**src/rtl/hilo_muldiv_unit.sv**
```systemverilog
// Iterative 32-bit multiply/divide sequencer that owns the hi/lo register write port.
// One shift-add or restoring-divide step per cycle, then a single-cycle hi/lo commit.
module hilo_muldiv_unit (
  input  logic        clock,
  input  logic        reset_n,
  input  logic        start,
  input  logic [1:0]  op,
  input  logic [31:0] reg_rs_value,
  input  logic [31:0] reg_rt_value,
  input  logic        hilo_read,
  output logic        busy,
  output logic        stall,
  output logic        control_hilo_write,
  output logic [31:0] reg_hi_w,
  output logic [31:0] reg_lo_w,
  output logic        div_by_zero
);

  typedef enum logic [1:0] {IDLE, RUN, WRITE} state_t;

  state_t      state, state_next;
  logic [5:0]  count;

  logic        is_div, neg_res, neg_rem;
  logic [31:0] rs_raw;
  logic [63:0] acc;
  logic [63:0] mcand;
  logic [31:0] mplier;   // multiplier (shifts right) or dividend/quotient (shifts left)
  logic [31:0] divisor;
  logic [31:0] rem;

  logic [63:0] acc_step;
  logic [32:0] shifted, trial;
  logic [31:0] rem_step, q_step;
  logic [63:0] mul_result;
  logic [31:0] quot_result, rem_result;
  logic        accept, last_step;

  function automatic logic [31:0] magnitude(input logic [31:0] x, input logic is_signed);
    return (is_signed && x[31]) ? -x : x;
  endfunction

  function automatic logic [63:0] cond_neg64(input logic [63:0] x, input logic neg);
    return neg ? -x : x;
  endfunction

  function automatic logic [31:0] cond_neg32(input logic [31:0] x, input logic neg);
    return neg ? -x : x;
  endfunction

  assign busy      = (state != IDLE);
  assign stall     = busy & (start | hilo_read);
  assign accept    = (state == IDLE) && start;
  assign last_step = (state == RUN) && (count == 6'd31);

  always_comb begin
    state_next = state;
    case (state)
      IDLE:    if (start) state_next = RUN;
      RUN:     if (count == 6'd31) state_next = WRITE;
      WRITE:   state_next = IDLE;
      default: state_next = IDLE;
    endcase
  end

  // One iteration of either datapath; the final fix-ups see the 32nd step directly.
  always_comb begin
    acc_step = acc + (mplier[0] ? mcand : 64'd0);
    shifted  = {rem, mplier[31]};
    trial    = shifted - {1'b0, divisor};
    if (!trial[32]) begin
      rem_step = trial[31:0];
      q_step   = {mplier[30:0], 1'b1};
    end else begin
      rem_step = shifted[31:0];
      q_step   = {mplier[30:0], 1'b0};
    end
    mul_result  = cond_neg64(acc_step, neg_res);
    quot_result = cond_neg32(q_step, neg_res);
    rem_result  = cond_neg32(rem_step, neg_rem);
  end

  always_ff @(posedge clock) begin
    if (!reset_n) begin
      state              <= IDLE;
      count              <= 6'd0;
      control_hilo_write <= 1'b0;
      div_by_zero        <= 1'b0;
      reg_hi_w           <= 32'd0;
      reg_lo_w           <= 32'd0;
    end else begin
      state              <= state_next;
      control_hilo_write <= 1'b0;
      div_by_zero        <= 1'b0;
      if (accept) count <= 6'd0;
      else if (state == RUN) count <= count + 6'd1;
      if (last_step) begin
        control_hilo_write <= 1'b1;
        if (!is_div) begin
          reg_hi_w <= mul_result[63:32];
          reg_lo_w <= mul_result[31:0];
        end else if (divisor == 32'd0) begin
          reg_hi_w    <= rs_raw;
          reg_lo_w    <= 32'hFFFF_FFFF;
          div_by_zero <= 1'b1;
        end else begin
          reg_hi_w <= rem_result;
          reg_lo_w <= quot_result;
        end
      end
    end
  end

  // Datapath registers carry no reset; they are always reloaded on accept.
  always_ff @(posedge clock) begin
    if (accept) begin
      is_div  <= op[1];
      neg_res <= ~op[0] & (reg_rs_value[31] ^ reg_rt_value[31]);
      neg_rem <= ~op[0] & reg_rs_value[31];
      rs_raw  <= reg_rs_value;
      acc     <= 64'd0;
      rem     <= 32'd0;
      mcand   <= {32'd0, magnitude(reg_rs_value, ~op[0])};
      mplier  <= op[1] ? magnitude(reg_rs_value, ~op[0]) : magnitude(reg_rt_value, ~op[0]);
      divisor <= magnitude(reg_rt_value, ~op[0]);
    end else if (state == RUN) begin
      if (!is_div) begin
        acc    <= acc_step;
        mcand  <= {mcand[62:0], 1'b0};
        mplier <= {1'b0, mplier[31:1]};
      end else begin
        rem    <= rem_step;
        mplier <= q_step;
      end
    end
  end

endmodule

```
**config.mk**
```make
export PLATFORM = sky130hd
export DESIGN_NAME = hilo_muldiv_unit
export DESIGN_NICKNAME = d
export VERILOG_FILES = /design/src/rtl/hilo_muldiv_unit.sv
export SDC_FILE = /design/constraint.sdc
export NUM_CORES = 1
export LEC_CHECK = 0
export CAP_MARGIN = 20
export CORE_MARGIN = 3
export CORE_UTILIZATION = 25
export DETAILED_ROUTE_END_ITERATION = 10
export SETUP_SLACK_MARGIN = 0.1
export SYNTH_ARGS = -nofsm -noshare
export SYNTH_HDL_FRONTEND = slang
export SYNTH_SLANG_ARGS = --single-unit
```
**constraint.sdc**
```tcl
create_clock -name clock -period 7.8 [get_ports clock]
set_clock_uncertainty 0.2 [all_clocks]
set_input_delay 0.78 -clock clock [delete_from_list [all_inputs] [get_ports clock]]
set_output_delay 0.78 -clock clock [all_outputs]
set_load 0.05 [all_outputs]
```
==> run_results.csv <==
group,metric,value,unit
synth,synth_compound_area_share,27.33,%
power_and_ir_drop,power_leakage,10.68,nW
synth,ys_seq_elements,333,
critical_path,critPathMaxFanout,45,
power_and_ir_drop,power_density,202.8,nW/um^2
sta,setup_viol,0,
power_and_ir_drop,swShare,35.96,%
global_routing,grt_overflow_total,0,
global_routing,track_usage,18.44,%
power_and_ir_drop,p_total,5.922,mW
sta,holdWs,261.0,ps
cells_and_area,n_antenna_cell,0,
synth,synthMuxAreaShare,3.579,%
critical_path,cp-start-kind,"flop",
critical_path,cp-end-kind,"flop",
drt,ant_nets,0,
sta,setup-tns-final,0,ps
cts,ctsResizeCount,0,
cts,h-tree-depth,2,
power_and_ir_drop,netSwitchingPower,2.130,mW
synth,synth_xor_area_share,6.464,%
synth,synth_area_per_cell,8.073,sq um
cells_and_area,fin_nets,3325,
cells_and_area,syn_to_final_growth,16.49,%
drt,vias,24820,
cts,cts_root_buf,"clkbuf_16",
synth,synth_cells,3105,
sta,slew_headroom,21.28,%
global_routing,grt_pass1_vias,22790,
synth,synth-seq-area-share,31.83,%
sta,finalHoldViolCount,0,
synth,synth_top_family_by_area,"compound AO/OA/AOI/OAI gates",
floorplanning,boundaryPins,138,
drt,first_pass_iters,6,
power_and_ir_drop,ir_worst_vdd,0.1283,mV
synth,postSynth.asyncResetShare,0,%
cts,post_cts_buffers,0,
synth,synth_edf_count,131,
synth,synth_area,25070,sq um
sta,fmax,152.3,MHz
power_and_ir_drop,pwr-share-comb,30.6,%
power_and_ir_drop,clkPwrFrac,34.2,%
cts,clkLatencyLatePin,580,ps
synth,synth-simple-area-share,21.66,%
sta,layout_worst_path_cycle_share,84.19,%
cts,clkTransAtPathRegs,60,ps
floorplanning,die_area,104100,sq um
drt,routedWlPerCell,22.46,microns
run,drv_cap,0,
cts,cts.sinks,333,
sta,rsz0062_at_grt,"no",
floorplanning,row_count,115,
synth,synthAdderAreaFrac,5.201,%
synth,yosys-top-cells-area,"dfxtp_1, edfxtp_1, ha_1",
drt,routed_via_density,5.552,
sta,fin_crit,6567,ps
synth,synth_cell_type_count,86,
cells_and_area,utilization,29.54,%
outcome,outcome,"completed",
floorplanning,die_h,322.7,microns
synth,ys.flop_type,"dfxtp_1",
cts,clock_path_buffers,3,
critical_path,cp.arrival,6880,ps
drt,drc_errors,0,
cts,cts_tree,"yes",
cts,cts_inserted_buffers,41,
critical_path,cp.required,8120,ps
critical_path,critical_path_class,"flop to flop",
global_routing,grt_max_degree,139,
synth,syn-num-nets,3278,
global_routing,grt_first_pass_wirelength,147700,microns
sta,timing_worst_slew_pin_value,1162,ps
synth,ys_warn_count,0,
drt,drt-total-wl,100400,microns
drt,drtIter0Drc,2804,
place,numPortBuffers,137,
power_and_ir_drop,p_seq_share,35.2,%
power_and_ir_drop,p_int,3.792,mW
floorplanning,initial_core_util,25.36,%
cts,hold_buffers,0,
min_path,min_path_type,"flop to flop",
place,hpwl,78170,microns
floorplanning,die_w,322.7,microns
global_routing,antenna_found_initial,3,
place,place.gp.congestion,0.9598,
floorplanning,core,98850,sq um
place,dp.cells,4392,
synth,post-synth-top-area-cell,"dfxtp_1",
sta,maxSlewViolCount,0,
cells_and_area,final_cells,4470,
cells_and_area,drive_gt1_share,5.561,%
synth,synth_top_area_share,16.13,%
==> placed cells by master, fill, tap and decap left out, types with 24 or more instances in the layout <==
master / count
xor2_1: 70
buf_4: 36
o41ai_1: 26
xnor2_1: 114
nor4_1: 34
a211oi_1: 64
nand2_1: 326
nand4_1: 53
inv_1: 83
dfxtp_1: 202
clkdlybuf4s50_1: 136
a22o_1: 76
ha_1: 101
a21o_1: 33
edfxtp_1: 131
o211ai_1: 51
or3_1: 65
nand3_1: 53
o31ai_1: 49
clkbuf_16: 42
nor3_1: 73
nor2_1: 273
a21oi_1: 232
or2_2: 24
mux2i_1: 75
a31oi_1: 28
o21ai_0: 239
and2_1: 94
==> synth_stat cells, types with 8 or more instances <==
| master | n |
|---|---|
| nor2_1 | 277 |
| a211o_1 | 13 |
| a211oi_1 | 64 |
| o21ai_0 | 239 |
| o2111ai_1 | 8 |
| o22ai_1 | 8 |
| o211ai_1 | 51 |
| a21oi_1 | 232 |
| o41ai_1 | 26 |
| nand2b_1 | 11 |
| buf_1 | 20 |
| or4_1 | 18 |
| and3_1 | 20 |
| inv_1 | 84 |
| a2111oi_0 | 12 |
| o21bai_1 | 14 |
| nor3b_1 | 10 |
| a21o_1 | 33 |
| nor2b_1 | 8 |
| a22oi_1 | 9 |
| clkbuf_1 | 153 |
| nand2_1 | 327 |
| mux2_2 | 13 |
| nor4_1 | 34 |
| a21boi_0 | 15 |
| and2_1 | 94 |
| or3_1 | 65 |
| a311oi_1 | 11 |
| o31ai_1 | 49 |
| o21a_1 | 23 |
| nor3_1 | 73 |
| edfxtp_1 | 131 |
| xor2_1 | 70 |
| mux2i_1 | 75 |
| a221oi_1 | 11 |
| nand4_1 | 53 |
| nand3_1 | 54 |
| ha_1 | 101 |
| or2_2 | 24 |
| o221ai_1 | 18 |
| dfxtp_1 | 202 |
| xnor2_1 | 115 |
| a31oi_1 | 28 |
| a22o_1 | 76 |
| and4_1 | 13 |
==> critical path, stage by stage, from the launching register on <==
cell and delay (ps):
edfxtp_1 770, buf_4 480, and2_1 190, ha_1 300, nand4_1 180, or4_1 650
a2111oi_0 920, nor3_1 230, xor2_1 320, nand2_1 100, or4_1 740, or3_4 490
o311a_1 330, or4_1 500, nand3_1 90
==> routing by layer <==
metal / global-route usage (%) / share of wire [%]
met1: 26.05 / 45
met2: 28.72 / 44
met3: 3.601 / 8.7
met4: 4.679 / 2.5
met5: 0 / 0
==> path summary, 6_finish.rpt <==
path	startpoint	endpoint	slack [ps]	cells past startpoint
setup reg to reg	mplier[0]	reg_hi_w[30]	1230	14
setup / recovery	mplier[0]	reg_hi_w[30]	1230	14
hold / removal	reg_lo_w[11]	reg_lo_w[11]	260	2
hold reg to reg	reg_lo_w[11]	reg_lo_w[11]	260	2
==> state kept, by name, indices dropped and copies added, names as in the netlist <==
register            flops
div_by_zero             1
control_hilo_write      1
mplier                 32
neg_rem                 1
count                   6
reg_lo_w               32
state                   2
rem                    32
reg_hi_w               32
is_div                  1
rs_raw                 32
mcand                  64
acc                    64
neg_res                 1
divisor                32
==> power groups by stage <==
stage,sequential (mW),combinational (mW),clock [mW]
6_report,2.08,1.81,2.03
5_1_grt,2.10,1.97,2.13
4_1_cts,2.08,1.78,2.05
3_5_place_dp,2.12,1.77,0
3_3_place_gp,2.12,1.76,0
2_1_floorplan,2.06,1.26,0
==> final cells by class <==
class	instances	area (sq um)
tap	1287	1610
clock buffer	52	1139
timing repair buffer	180	1738
sequential	333	7978
fill	10470	69650
clock inverter	22	266.5
inverter	86	325.3
multi-input combinational	2510	16140
==> per-stage QoR <==
step / setup slack, ps / instance area [sq um]
after global routing: 890.7 / 29200
after CTS: 1351 / 29150
after floorplan: 2147 / 25070
after detailed placement: 1385 / 27750
final: 1233 / 29200
after global placement: 1371 / 27730
==> cell families after synthesis <==
logic type	after synthesis
AOI/OAI and AO/OA	1022
xor gates and xnor gates	185
adders and majority gates	103
buffers and inverters	262
DFF	333
muxes	88
and+or+nand+nor	1112
Power figures use the tool's default switching activity.
